==> src/rtl/fft_stream_ctrl_pkg.sv <==
// Shared constants for the FFT stream controller: register map, CTRL/STATUS bit
// positions and AXI response codes.
package fft_stream_ctrl_pkg;

  // Register word indices (byte offset = index * 4); indices from 4 up are scratch.
  localparam int REG_CTRL   = 0;
  localparam int REG_CFG    = 1;
  localparam int REG_LEN    = 2;
  localparam int REG_STATUS = 3;

  localparam int CTRL_START  = 0;
  localparam int CTRL_ENABLE = 1;

  localparam int STAT_BUSY    = 0;
  localparam int STAT_PENDING = 1;

  localparam int LEN_W = 5;

  localparam logic [1:0] RESP_OKAY   = 2'b00;
  localparam logic [1:0] RESP_SLVERR = 2'b10;

endpackage

==> src/rtl/fft_stream_ctrl_axil.sv <==
// AXI4-Lite slave with the controller register file; exposes the START pulse,
// ENABLE, CFG and the clamped LEN_LOG2 to the streaming logic.
module fft_stream_ctrl_axil
  import fft_stream_ctrl_pkg::*;
#(
  parameter int DATA_W   = 32,
  parameter int ADDR_W   = 32,
  parameter int NUM_REGS = 8,
  parameter int MAX_LOG2 = 16
) (
  input  logic                clk,
  input  logic                srst,
  input  logic [ADDR_W-1:0]   S_AXI_AWADDR,
  input  logic                S_AXI_AWVALID,
  output logic                S_AXI_AWREADY,
  input  logic [DATA_W-1:0]   S_AXI_WDATA,
  input  logic [DATA_W/8-1:0] S_AXI_WSTRB,
  input  logic                S_AXI_WVALID,
  output logic                S_AXI_WREADY,
  output logic [1:0]          S_AXI_BRESP,
  output logic                S_AXI_BVALID,
  input  logic                S_AXI_BREADY,
  input  logic [ADDR_W-1:0]   S_AXI_ARADDR,
  input  logic                S_AXI_ARVALID,
  output logic                S_AXI_ARREADY,
  output logic [DATA_W-1:0]   S_AXI_RDATA,
  output logic [1:0]          S_AXI_RRESP,
  output logic                S_AXI_RVALID,
  input  logic                S_AXI_RREADY,
  input  logic [DATA_W-1:0]   status,
  output logic                start,
  output logic                enable,
  output logic [DATA_W-1:0]   cfg,
  output logic [LEN_W-1:0]    len
);

  localparam int IDX_W = $clog2(NUM_REGS);
  localparam logic [IDX_W-1:0] IDX_CTRL   = IDX_W'(REG_CTRL);
  localparam logic [IDX_W-1:0] IDX_CFG    = IDX_W'(REG_CFG);
  localparam logic [IDX_W-1:0] IDX_LEN    = IDX_W'(REG_LEN);
  localparam logic [IDX_W-1:0] IDX_STATUS = IDX_W'(REG_STATUS);

  logic                bvalid_reg, rvalid_reg;
  logic [1:0]          bresp_reg, rresp_reg;
  logic [DATA_W-1:0]   rdata_reg, cfg_reg, rd_word;
  logic                enable_reg;
  logic [LEN_W-1:0]    len_reg, len_in, len_clamped;
  logic [DATA_W-1:0]   mem [0:NUM_REGS-1];
  logic [DATA_W-1:0]   wmask;
  logic [IDX_W-1:0]    wr_idx, rd_idx;
  logic                wr_hs, rd_hs, wr_err, rd_err, wr_ok, wr_scratch;
  logic                unused_addr_bits;

  assign wr_idx = S_AXI_AWADDR[IDX_W+1:2];
  assign rd_idx = S_AXI_ARADDR[IDX_W+1:2];
  // The full word address is range-checked so out-of-map accesses never alias onto real registers.
  assign wr_err = S_AXI_AWADDR[ADDR_W-1:2] >= (ADDR_W-2)'(NUM_REGS);
  assign rd_err = S_AXI_ARADDR[ADDR_W-1:2] >= (ADDR_W-2)'(NUM_REGS);
  assign unused_addr_bits = ^{S_AXI_AWADDR[1:0], S_AXI_ARADDR[1:0]};

  assign S_AXI_AWREADY = S_AXI_AWVALID & S_AXI_WVALID & ~bvalid_reg;
  assign S_AXI_WREADY  = S_AXI_AWREADY;
  assign S_AXI_ARREADY = S_AXI_ARVALID & ~rvalid_reg;
  assign wr_hs = S_AXI_AWREADY;
  assign rd_hs = S_AXI_ARREADY;
  assign wr_ok = wr_hs & ~wr_err;
  assign wr_scratch = wr_ok & !(wr_idx inside {IDX_CTRL, IDX_CFG, IDX_LEN, IDX_STATUS});

  genvar gi;
  generate
    for (gi = 0; gi < DATA_W/8; gi++) begin : g_strb
      assign wmask[gi*8 +: 8] = {8{S_AXI_WSTRB[gi]}};
    end
  endgenerate

  assign len_in      = S_AXI_WSTRB[0] ? S_AXI_WDATA[LEN_W-1:0] : len_reg;
  assign len_clamped = (len_in > LEN_W'(MAX_LOG2)) ? LEN_W'(MAX_LOG2) : len_in;

  always_comb begin
    rd_word = '0;
    case (rd_idx)
      IDX_CTRL:   rd_word = DATA_W'(enable_reg) << CTRL_ENABLE;
      IDX_CFG:    rd_word = cfg_reg;
      IDX_LEN:    rd_word = DATA_W'(len_reg);
      IDX_STATUS: rd_word = status;
      default:    rd_word = mem[rd_idx];
    endcase
  end

  always_ff @(posedge clk) begin
    if (srst) begin
      bvalid_reg <= 1'b0;
      bresp_reg  <= RESP_OKAY;
      rvalid_reg <= 1'b0;
      rresp_reg  <= RESP_OKAY;
      rdata_reg  <= '0;
      enable_reg <= 1'b0;
      cfg_reg    <= '0;
      len_reg    <= '0;
    end else begin
      if (wr_hs) begin
        bvalid_reg <= 1'b1;
        bresp_reg  <= wr_err ? RESP_SLVERR : RESP_OKAY;
      end else if (S_AXI_BREADY) begin
        bvalid_reg <= 1'b0;
      end
      if (wr_ok && wr_idx == IDX_CTRL && S_AXI_WSTRB[0])
        enable_reg <= S_AXI_WDATA[CTRL_ENABLE];
      if (wr_ok && wr_idx == IDX_CFG)
        cfg_reg <= (cfg_reg & ~wmask) | (S_AXI_WDATA & wmask);
      if (wr_ok && wr_idx == IDX_LEN)
        len_reg <= len_clamped;
      if (rd_hs) begin
        rvalid_reg <= 1'b1;
        rresp_reg  <= rd_err ? RESP_SLVERR : RESP_OKAY;
        rdata_reg  <= rd_err ? '0 : rd_word;
      end else if (S_AXI_RREADY) begin
        rvalid_reg <= 1'b0;
      end
    end
  end

  always_ff @(posedge clk) begin
    if (wr_scratch)
      mem[wr_idx] <= (mem[wr_idx] & ~wmask) | (S_AXI_WDATA & wmask);
  end

  assign S_AXI_BVALID = bvalid_reg;
  assign S_AXI_BRESP  = bresp_reg;
  assign S_AXI_RVALID = rvalid_reg;
  assign S_AXI_RRESP  = rresp_reg;
  assign S_AXI_RDATA  = rdata_reg;
  assign start  = wr_ok & (wr_idx == IDX_CTRL) & S_AXI_WSTRB[0] & S_AXI_WDATA[CTRL_START];
  assign enable = enable_reg;
  assign cfg    = cfg_reg;
  assign len    = len_reg;

endmodule

==> src/rtl/fft_stream_ctrl.sv <==
// FFT stream controller top: register bank, FFT config-word master and a framed
// sample forwarder that inserts TLAST every 2^LEN_LOG2 samples.
module fft_stream_ctrl
  import fft_stream_ctrl_pkg::*;
#(
  parameter int DATA_W   = 32,
  parameter int ADDR_W   = 32,
  parameter int NUM_REGS = 8,
  parameter int MAX_LOG2 = 16,
  parameter int FCNT_W   = 16
) (
  input  logic                ACLK,
  input  logic                ARESET,
  input  logic [ADDR_W-1:0]   S_AXI_AWADDR,
  input  logic                S_AXI_AWVALID,
  output logic                S_AXI_AWREADY,
  input  logic [DATA_W-1:0]   S_AXI_WDATA,
  input  logic [DATA_W/8-1:0] S_AXI_WSTRB,
  input  logic                S_AXI_WVALID,
  output logic                S_AXI_WREADY,
  output logic [1:0]          S_AXI_BRESP,
  output logic                S_AXI_BVALID,
  input  logic                S_AXI_BREADY,
  input  logic [ADDR_W-1:0]   S_AXI_ARADDR,
  input  logic                S_AXI_ARVALID,
  output logic                S_AXI_ARREADY,
  output logic [DATA_W-1:0]   S_AXI_RDATA,
  output logic [1:0]          S_AXI_RRESP,
  output logic                S_AXI_RVALID,
  input  logic                S_AXI_RREADY,
  output logic [DATA_W-1:0]   M_AXIS_CFG_TDATA,
  output logic                M_AXIS_CFG_TVALID,
  input  logic                M_AXIS_CFG_TREADY,
  input  logic [DATA_W-1:0]   S_AXIS_TDATA,
  input  logic                S_AXIS_TVALID,
  output logic                S_AXIS_TREADY,
  output logic [DATA_W-1:0]   M_AXIS_TDATA,
  output logic                M_AXIS_TVALID,
  input  logic                M_AXIS_TREADY,
  output logic                M_AXIS_TLAST
);

  localparam logic [MAX_LOG2:0] LIM_ONE = {{MAX_LOG2{1'b0}}, 1'b1};

  logic                start, enable;
  logic [DATA_W-1:0]   cfg, status;
  logic [LEN_W-1:0]    len, len_lat_reg, l_eff;
  logic                cfg_valid_reg;
  logic [DATA_W-1:0]   cfg_data_reg;
  logic [MAX_LOG2-1:0] cnt_reg;
  logic [FCNT_W-1:0]   fcnt_reg;
  logic                m_valid_reg, m_last_reg;
  logic [DATA_W-1:0]   m_data_reg;
  logic [MAX_LOG2:0]   lim;
  logic                last, run, mid_frame, s_ready, s_hs, busy;

  fft_stream_ctrl_axil #(
    .DATA_W(DATA_W), .ADDR_W(ADDR_W), .NUM_REGS(NUM_REGS), .MAX_LOG2(MAX_LOG2)
  ) u_axil (
    .clk(ACLK), .srst(ARESET),
    .S_AXI_AWADDR(S_AXI_AWADDR), .S_AXI_AWVALID(S_AXI_AWVALID), .S_AXI_AWREADY(S_AXI_AWREADY),
    .S_AXI_WDATA(S_AXI_WDATA), .S_AXI_WSTRB(S_AXI_WSTRB), .S_AXI_WVALID(S_AXI_WVALID),
    .S_AXI_WREADY(S_AXI_WREADY), .S_AXI_BRESP(S_AXI_BRESP), .S_AXI_BVALID(S_AXI_BVALID),
    .S_AXI_BREADY(S_AXI_BREADY), .S_AXI_ARADDR(S_AXI_ARADDR), .S_AXI_ARVALID(S_AXI_ARVALID),
    .S_AXI_ARREADY(S_AXI_ARREADY), .S_AXI_RDATA(S_AXI_RDATA), .S_AXI_RRESP(S_AXI_RRESP),
    .S_AXI_RVALID(S_AXI_RVALID), .S_AXI_RREADY(S_AXI_RREADY),
    .status(status), .start(start), .enable(enable), .cfg(cfg), .len(len)
  );

  // At a frame boundary the live LEN_LOG2 applies; mid-frame the latched copy does.
  assign mid_frame = (cnt_reg != '0);
  assign l_eff     = mid_frame ? len_lat_reg : len;
  assign lim       = (LIM_ONE << l_eff) - LIM_ONE;
  assign last      = ({1'b0, cnt_reg} == lim);
  // Once a frame has started it always runs to completion; ENABLE/pending only gate new frames.
  assign run       = mid_frame | (enable & ~cfg_valid_reg);
  assign s_ready   = run & (~m_valid_reg | M_AXIS_TREADY);
  assign s_hs      = S_AXIS_TVALID & s_ready;
  assign busy      = mid_frame | m_valid_reg;

  assign status = (DATA_W'(fcnt_reg) << (DATA_W - FCNT_W))
                | (DATA_W'(cfg_valid_reg) << STAT_PENDING)
                | (DATA_W'(busy) << STAT_BUSY);

  always_ff @(posedge ACLK) begin
    if (ARESET) begin
      cfg_valid_reg <= 1'b0;
      cfg_data_reg  <= '0;
      cnt_reg       <= '0;
      len_lat_reg   <= '0;
      fcnt_reg      <= '0;
      m_valid_reg   <= 1'b0;
      m_last_reg    <= 1'b0;
      m_data_reg    <= '0;
    end else begin
      if (start && !cfg_valid_reg) begin
        cfg_valid_reg <= 1'b1;
        cfg_data_reg  <= cfg;
      end else if (M_AXIS_CFG_TREADY) begin
        cfg_valid_reg <= 1'b0;
      end
      if (!mid_frame)
        len_lat_reg <= len;
      if (s_hs) begin
        m_valid_reg <= 1'b1;
        m_data_reg  <= S_AXIS_TDATA;
        m_last_reg  <= last;
        if (last) begin
          cnt_reg  <= '0;
          fcnt_reg <= fcnt_reg + FCNT_W'(1);
        end else begin
          cnt_reg <= cnt_reg + MAX_LOG2'(1);
        end
      end else if (M_AXIS_TREADY) begin
        m_valid_reg <= 1'b0;
      end
    end
  end

  assign M_AXIS_CFG_TDATA  = cfg_data_reg;
  assign M_AXIS_CFG_TVALID = cfg_valid_reg;
  assign S_AXIS_TREADY     = s_ready;
  assign M_AXIS_TDATA      = m_data_reg;
  assign M_AXIS_TVALID     = m_valid_reg;
  assign M_AXIS_TLAST      = m_last_reg;

endmodule

==> config.mk <==
export PLATFORM = sky130hd
export DESIGN_NAME = fft_stream_ctrl
export DESIGN_NICKNAME = d
export VERILOG_FILES = /design/src/rtl/fft_stream_ctrl_pkg.sv /design/src/rtl/fft_stream_ctrl_axil.sv /design/src/rtl/fft_stream_ctrl.sv
export SDC_FILE = /design/constraint.sdc
export NUM_CORES = 1
export LEC_CHECK = 0
export CELL_PAD_IN_SITES_DETAIL_PLACEMENT = 1
export CELL_PAD_IN_SITES_GLOBAL_PLACEMENT = 1
export CORE_MARGIN = 10
export CORE_UTILIZATION = 48
export DETAILED_ROUTE_END_ITERATION = 10
export GPL_TIMING_DRIVEN = 0
export PLACE_DENSITY_LB_ADDON = 0.3
export SYNTH_ARGS = -nofsm -noshare
export SYNTH_HDL_FRONTEND = slang
export SYNTH_SLANG_ARGS = --single-unit
==> constraint.sdc <==
create_clock -name ACLK -period 12 [get_ports ACLK]
set_input_delay 1.8 -clock ACLK [delete_from_list [all_inputs] [get_ports ACLK]]
set_output_delay 1.8 -clock ACLK [all_outputs]
set_load 0.02 [all_outputs]
==> metrics, run 1 <==
Layout Skew=22.8 ps; Final #Nets=2151; Crit. End Element=output port; WS Path Type=input port to output port; setup TNS=0 ps; Hold/Removal Path Class=flip-flop to flip-flop; pin count of the biggest net entering global routing=18; Die X=220 um; Slew headroom=0.240; Top FF cell, synth=edfxtp_1; die area=48400 um^2; Finished Cell Area=24300 um^2; met1 GRT Util=0.322; initial antenna violation count=1; Critical R2R Launch=cnt_reg[0]; switching share of power=0.230; EDFF count, synth=256; layout cells sized above 1=0.111; DRC Markers=0; Pint=0.00253 W; maximum clock rate=188 MHz; Tot GR Track Use=0.271; worst min-delay path startpoint=M_AXIS_TDATA[7]; setup bufs post-CTS=0; Mapped Cells=1583; largest fanout on the critical path=7; Clock Latency Late Sink=600 ps; GR peak layer=met2; commonest non-fill, non-tap cell in the layout=edfxtp_1; Logic pwr share=0.071; Via Count=15134; clk root buf=clkbuf_16; storage element area=11300 um^2; CP max stage delay=590 ps; multi-input combinational cell area=7890 um^2; Synth area leader=edfxtp_1; fin. max-slew vios=0; met2 GRT Util=0.475; WL final=66200 um; share of the synthesized area in the top cell type=0.400; TritonRoute pass-1 iters=6; most frequent cells in the layout=edfxtp_1 (256), clkdlybuf4s50_1 (235), nand2_1 (227), dfxtp_1 (178), a21oi_1 (144); startpoint types=input port; most flop-heavy register=u_axil.mem; largest cells by area after synthesis=edfxtp_1 (40%), dfxtp_1 (19%), mux4_2 (11%); Net Switching=0.000755 W; Reg power frac=0.500; H-tree depth=2; Worst Hold Path EP=M_AXIS_TDATA[7]; Synth Register Bits=434; measured slew at the worst slew-check pin=1130 ps; PwrDens=135 nW/um^2; vias in the first global route=16059; critical path cell sequence=clkdlybuf4s50_1 > nand2b_1 > clkbuf_1 > inv_1 > clkdlybuf4s50_1; CTS clk-pin slew, worst paths=50 ps; number of flip-flops in the largest register=256; antenna viol nets, final=0; RSZ-0062 raised after global routing=false; Area after DPL=22800 um^2; WHS Path Cells=2; MaxCap Viol Count=0; Row Count=73; worst reg2reg path endpoint=cnt_reg[7]; CTS Hold Bufs=0; endpoints failing setup=0; fillcell total=4107; total CTS buffers=46; Final Wtd Congestion=0.869; Mapped Area=19200 um^2; synth warn=0; crit-path most repeated cell=clkdlybuf4s50_1; CTS max path bufs=3; CORE AREA=39600 um^2; post-route clock period utilization=0.444; initial DRC count=1432; Distinct cells, synth=68; Die Span Y=220 um; I/O Pins=251; hpwl dp=46900 um; Num Clock Sinks=434; Static Leak=8.44 nW; Final Hold Fails=0; first-pass GRT wire length=99400 um; cts repair resizes=0; crit path max-delay cell type=clkdlybuf4s50_1; register area share after synthesis=0.586; met3 GRT Util=0.0548; FF-to-FF path depth=18; CTS tree=yes; Hold WS=454 ps; outcome=completed; area delta synth->final=26.6%; wire per inst=25.8 um; total gr overflow=0; vias per cell=5.89; Clk pwr share=0.429; CP arrival=3530 ps; Worst EP required=10200 ps; Starting Density=0.485; fin crit period=5330 ps; IO buf count=235; ys async rst share=0; peak supply drop=166 uV; syn_area_per_cell=12.1 um^2; FF-to-FF setup slack=7030 ps
power by group through the flow:
| stage | logic [W] | registers, W | clock network, W |
|---|---|---|---|
| 2_1_floorplan | 0.000121 | 0.00167 | 0 |
| 3_3_place_gp | 0.000214 | 0.00167 | 0 |
| 3_5_place_dp | 0.000225 | 0.00167 | 0 |
| 4_1_cts | 0.000230 | 0.00164 | 0.00143 |
| 5_1_grt | 0.000251 | 0.00164 | 0.00148 |
| 6_report | 0.000234 | 0.00164 | 0.00141 |
per-stage QoR:
stage          setup WS [ps]  total power, W  utilization  cells
6_report                6670         0.00329        0.614   2569
5_1_grt                 6570         0.00338        0.614   2569
4_1_cts                 6620         0.00330        0.613   2568
3_5_place_dp            6260         0.00190        0.576   2482
3_3_place_gp            3290         0.00188        0.573   2472
2_1_floorplan           6390         0.00179            -   1712
cells in the mapped netlist, types with 9 or more instances:
cell type  instances
xor2_1            11
nor2b_1           21
clkbuf_1          96
o21ai_0           43
mux4_2            97
nor4_1            12
nand4_1           24
mux2_2            16
mux2_1            14
edfxtp_1         256
buf_1             14
xnor2_1           23
nand2b_1           9
nand3_1           49
nand2_1          227
a22oi_1           39
nor2_1           111
dfxtp_1          178
nor3_1            35
inv_1             16
a21oi_1          144
mux2i_1           48
and3_1            14
buf_2              9
cells by family after synthesis:
kind of cell	Yosys count	share of synthesized area
AOI/OAI and AO/OA	251	0.0756
xor gates and xnor gates	34	0.0155
adders and majority gates	4	0.00261
buffers and inverters	142	0.0296
DFF	434	0.586
muxes	176	0.158
other	1	0.000195
and+or+nand+nor	541	0.133
cell type report:
type                            count  area share
Antenna cell                        1    0.000103
Buffer                            126      0.0209
Clock buffer                       70      0.0572
Clock inverter                     16     0.00334
Inverter                           16     0.00247
Multi-Input combinational cell   1136       0.325
Sequential cell                   434       0.463
Tap cell                          525      0.0270
Timing Repair Buffer              245       0.102
worst max-delay path by stage:
stage | from | to | slack, ps | depth (start not counted)
5_1_grt | S_AXI_ARVALID | S_AXI_ARREADY | 6570 | 5
3_5_place_dp | S_AXI_WVALID | M_AXIS_CFG_TDATA[11] | 6260 | 10
3_3_place_gp | S_AXI_AWVALID | u_axil.mem[6][19] | 3290 | 7
6_report | S_AXI_ARVALID | S_AXI_ARREADY | 6670 | 5
2_1_floorplan | S_AXI_AWADDR[4] | u_axil.mem[6][0] | 6390 | 4
4_1_cts | S_AXI_ARVALID | S_AXI_ARREADY | 6620 | 5
routing by layer:
layer	share of wire	wire (um)
met3	0.082	5430
met5	0	0
met2	0.51	33600
met1	0.37	24700
met4	0.037	2440
worst max-delay path, delay by kind of cell:
family	cells	cell delay [ps]
AND/OR/NAND/NOR	1	70
buffers and inverters	4	1650
No activity file was read; power rests on OpenSTA's default activity.
==> run 2: changes to the inputs <==
CORE_UTILIZATION = 40   (was 48)
clock period = 4.6 ns   (was 12 ns; I/O delays follow)
==> run 2 against run 1 <==
First-iteration DRC count down 25%. Via count down 4.2%. Critical path depth up 13. Largest power group unchanged.
==> metrics, run 2 (synthesis gave the netlist of run 1 again) <==
outcome=completed; clk root buf=clkbuf_16; CP arrival=4850 ps; Static Leak=8.52 nW; Clk pwr share=0.435; Net Switching=0.00193 W; CTS tree=yes; Place WS=-376 ps; Logic pwr share=0.069; die area=57200 um^2; Final Hold Fails=0; H-tree depth=2; hpwl dp=46500 um; first-pass GRT wire length=95900 um; PwrDens=351 nW/um^2; Starting Density=0.403; number of flip-flops in the largest register=256; wire per inst=23.6 um; IO buf count=235; post-route clock period utilization=0.950; WL final=62800 um; commonest non-fill, non-tap cell in the layout=edfxtp_1; switching share of power=0.224; most frequent cells in the layout=edfxtp_1 (256), clkdlybuf4s50_1 (235), nand2_1 (227), dfxtp_1 (176), a21oi_1 (144); setup TNS=0 ps; Num Clock Sinks=434; CP startpoint=cnt_reg[0]; Clock Latency Late Sink=600 ps; area delta synth->final=28.0%; WS Path Type=flip-flop to flip-flop; vias in the first global route=15520; startpoint types=flip-flop; maximum clock rate=229 MHz; Hold/Removal Path Class=flip-flop to flip-flop; measured slew at the worst slew-check pin=1200 ps; CORE AREA=47600 um^2; antenna viol nets, final=0; Die Span Y=239 um; layout cells sized above 1=0.122; endpoints failing setup=0; vias per cell=5.44; Tot GR Track Use=0.219; largest fanout on the critical path=10; total CTS buffers=46; initial DRC count=1074; Final #Nets=2157; Slew headroom=0.197; fin crit period=4370 ps; DRC Markers=0; Reg power frac=0.496; Hold WS=458 ps; Critical R2R Launch=cnt_reg[0]; Core Util, Final=0.516; Pint=0.00669 W; MaxCap Viol Count=0; CTS max path bufs=3; fin. max-slew vios=0; final worst-path setup slack=232 ps; pin count of the biggest net entering global routing=22; Final Wtd Congestion=0.861; CTS clk-pin slew, worst paths=60 ps; Via Count=14494; initial antenna violation count=3; RSZ-0062 raised after global routing=true; Worst EP required=5080 ps; most flop-heavy register=u_axil.mem; Layout Skew=17.0 ps; peak supply drop=293 uV; total gr overflow=0; Die X=239 um; worst min-delay path startpoint=M_AXIS_CFG_TDATA[10]; Row Count=80; TritonRoute pass-1 iters=5; Crit. End Element=flip-flop; I/O Pins=251
-- run 2: what timing repair did --
| action | 4_1_cts | 5_1_grt |
|---|---|---|
| hold buffers | 0 | 0 |
| endpoints found under the setup margin | 33 | 33 |
| pin swaps | 2 | 1 |
| resized for setup | 6 | 13 |
| buffers inserted | 3 | 1 |
-- run 2: path summary, 6_finish.rpt --
check	end	slack [ps]	depth (start not counted)
setup / recovery	fcnt_reg[11]	230	18
hold reg to reg	M_AXIS_CFG_TDATA[10]	460	2
hold / removal	M_AXIS_CFG_TDATA[10]	460	2
setup reg to reg	fcnt_reg[11]	230	18
-- run 2: power groups by stage --
stage / sequential, W / combinational, W / clock, W
2_1_floorplan: 0.00435 / 0.000315 / 0
3_3_place_gp: 0.00435 / 0.000567 / 0
3_5_place_dp: 0.00436 / 0.000589 / 0
4_1_cts: 0.00428 / 0.000594 / 0.00382
5_1_grt: 0.00428 / 0.000642 / 0.00399
6_report: 0.00428 / 0.000592 / 0.00375
-- run 2: layout make-up --
class / count / area [um^2]
Timing Repair Buffer: 251 / 2530
Clock inverter: 23 / 203
Antenna cell: 1 / 2.50
Multi-Input combinational cell: 1136 / 7920
Tap cell: 615 / 769
Clock buffer: 62 / 1310
Fill cell: 5045 / 23100
Buffer: 126 / 527
Sequential cell: 434 / 11300
Inverter: 16 / 60.1
-- run 2: layer usage --
layer	share of wire	wire, um	global-route usage
met2	0.51	31800	0.382
met4	0.030	1860	0.0791
met3	0.060	3760	0.0413
met5	0.00032	20	0
met1	0.40	25400	0.266
-- run 2: per-stage QoR --
stage,power (W),area [um^2],instances
after floorplan,0.00467,19700,1712
after global placement,0.00492,22800,2562
after global routing,0.00892,24600,2663
final,0.00862,24600,2664
after CTS,0.00869,24500,2662
after detailed placement,0.00495,23000,2574
-- run 2: critical path: stages (launching register included) --
cell and delay [ps]:
dfxtp_2 360, inv_2 90, ha_2 200, nor4b_4 280, and4_1 230, clkbuf_4 170
buf_8 150, a41oi_1 130, ha_2 270, or4_1 530, nor2_1 100, mux2i_1 90
xnor2_1 150, or3_4 380, a2111oi_4 280, buf_4 190, buf_4 170, nand4_1 120
mux2_1 350
==> run 3: changes to the inputs <==
CORE_ASPECT_RATIO = 1.1   (was default)
==> run 3 against run 2 <==
Cell count up 1.1%. Global-route usage fell by 0.15 points. Non-clock buffer count decreased by 2. Sequential share of layout area decreased by 0.072 points. Clock skew grew 3.4 ps. Highest routed layer unchanged.
==> metrics, run 3 (synthesis gave the netlist of run 1 again) <==
outcome=completed; clk root buf=clkbuf_16; FF-to-FF path depth=18; Area after DPL=23000 um^2; RSZ-0062 raised after global routing=false; hpwl dp=46800 um; layout cells sized above 1=0.115; Net Switching=0.00198 W; CTS clk-pin slew, worst paths=60 ps; largest fanout on the critical path=10; CP arrival=4820 ps; Die Span Y=250 um; die area=57200 um^2; Final #Nets=2156; fin crit period=4350 ps; pin count of the biggest net entering global routing=19; first-pass GRT wire length=96400 um; multi-input combinational cell area=7910 um^2; H-tree depth=2; Static Leak=8.50 nW; commonest non-fill, non-tap cell in the layout=edfxtp_1; Logic pwr share=0.069; Slew headroom=0.269; WHS Path Cells=2; post-route clock period utilization=0.946; Final Wtd Congestion=0.857; CP startpoint=cnt_reg[0]; Row Count=84; wire per inst=23.5 um; Pint=0.00667 W; vias in the first global route=15606; fin. max-slew vios=0; endpoints failing setup=0; Finished Cell Area=24600 um^2; IO buf count=235; CORE AREA=47600 um^2; peak supply drop=335 uV; measured slew at the worst slew-check pin=1100 ps; MaxCap Viol Count=0; PwrDens=351 nW/um^2; fillcell total=5096; Worst EP required=5070 ps; storage element area=11300 um^2; Layout Skew=20.4 ps; I/O Pins=251; WL final=63300 um; total CTS buffers=47; worst min-delay path startpoint=M_AXIS_TLAST; Starting Density=0.403; DRC Markers=0; Num Clock Sinks=434; Clk pwr share=0.437; number of flip-flops in the largest register=256; Hold/Removal Path Class=flip-flop to flip-flop; TritonRoute pass-1 iters=5; initial DRC count=921; maximum clock rate=230 MHz; Critical R2R Launch=cnt_reg[0]; Crit. End Element=flip-flop; Core Util, Final=0.517; Final Hold Fails=0; most flop-heavy register=u_axil.mem; WS Path Type=flip-flop to flip-flop; Worst Hold Path EP=M_AXIS_TLAST; startpoint types=flip-flop; total gr overflow=0; Via Count=14490; Reg power frac=0.495; vias per cell=5.38; CTS max path bufs=3; CTS tree=yes; worst reg2reg path endpoint=fcnt_reg[3]; Clock Latency Late Sink=610 ps; initial antenna violation count=3; Die X=229 um; area delta synth->final=28.2%; FF-to-FF setup slack=250 ps; Hold WS=452 ps; switching share of power=0.229; antenna viol nets, final=0; most frequent cells in the layout=edfxtp_1 (256), clkdlybuf4s50_1 (235), nand2_1 (227), dfxtp_1 (176), a21oi_1 (144); Tot GR Track Use=0.218
-- run 3: changes by cell type in the layout (fill, tap and decap cells not counted), moves of 2 or more --
cell	delta
clkinv_2	-7
clkbuf_8	-5
clkbuf_4	-3
clkinv_1	+12
inv_4	-2
buf_4	-2
-- run 3: metal layers --
metal,vias to the layer above,share of wire,GRT usage,wire length [um]
met5,-,0.00036,0,23
met4,4,0.031,0.0793,1990
met3,114,0.059,0.0472,3710
met2,420,0.51,0.385,32400
met1,7356,0.40,0.256,25100
li1,6596,-,-,-
-- run 3: power groups by stage --
stage | Combinational, W | Sequential, W | Clock, W
global route | 0.000645 | 0.00429 | 0.00401
finish | 0.000593 | 0.00428 | 0.00378
floorplan | 0.000315 | 0.00435 | 0
CTS | 0.000593 | 0.00428 | 0.00384
detailed placement | 0.000588 | 0.00436 | 0
global placement | 0.000567 | 0.00435 | 0
-- run 3: how the worst max path moves through the flow --
stage / cells after the start / slack, ps / endpoint
after floorplan: 4 / 100 / u_axil.mem[6][0]
after global placement: 6 / -3210 / u_axil.mem[6][19]
after detailed placement: 18 / -370 / cnt_reg[12]
after CTS: 18 / 10 / fcnt_reg[12]
after global routing: 18 / 30 / fcnt_reg[2]
final: 18 / 250 / fcnt_reg[3]
-- run 3: critical path: stages, from the launching register on --
cell and delay (ps):
dfxtp_2 360, inv_2 100, ha_1 180, nor4b_4 270
and4_1 240, buf_4 140, buf_8 150, a41oi_1 130
ha_2 280, or4_1 520, nor2_1 110, mux2i_1 100
xnor2_1 170, or3_4 380, a2111oi_4 290, buf_4 200
buf_6 140, nand4_1 120, mux2_1 350
-- run 3: through the flow --
stage / total power [W] / TNS [ps] / instances / setup WS, ps
after CTS: 0.00872 / 0 / 2693 / 12.1
after floorplan: 0.00467 / 0 / 1712 / 98.6
after global routing: 0.00894 / 0 / 2693 / 31.9
final: 0.00865 / 0 / 2694 / 250
after detailed placement: 0.00495 / -9180 / 2604 / -373
after global placement: 0.00492 / -332810 / 2592 / -3210
-- run 3: cell type report --
cell class,instances,area share
diodes,1,0.000102
plain buffers,125,0.0213
clock buffers,57,0.0505
clock inverters,30,0.0116
inverters,16,0.00244
multi-input cells,1136,0.321
flip-flops and latches,434,0.457
well taps,645,0.0328
repair buffers,250,0.103
-- run 3: what timing repair did --
| item | CTS | global route |
|---|---|---|
| pin swaps | 2 | 2 |
| setup endpoints to repair | 33 | 32 |
| hold buffers | 0 | 0 |
| buffers inserted | 3 | 0 |
| gates resized for setup | 4 | 12 |
| hold endpoints to repair | 0 | 0 |
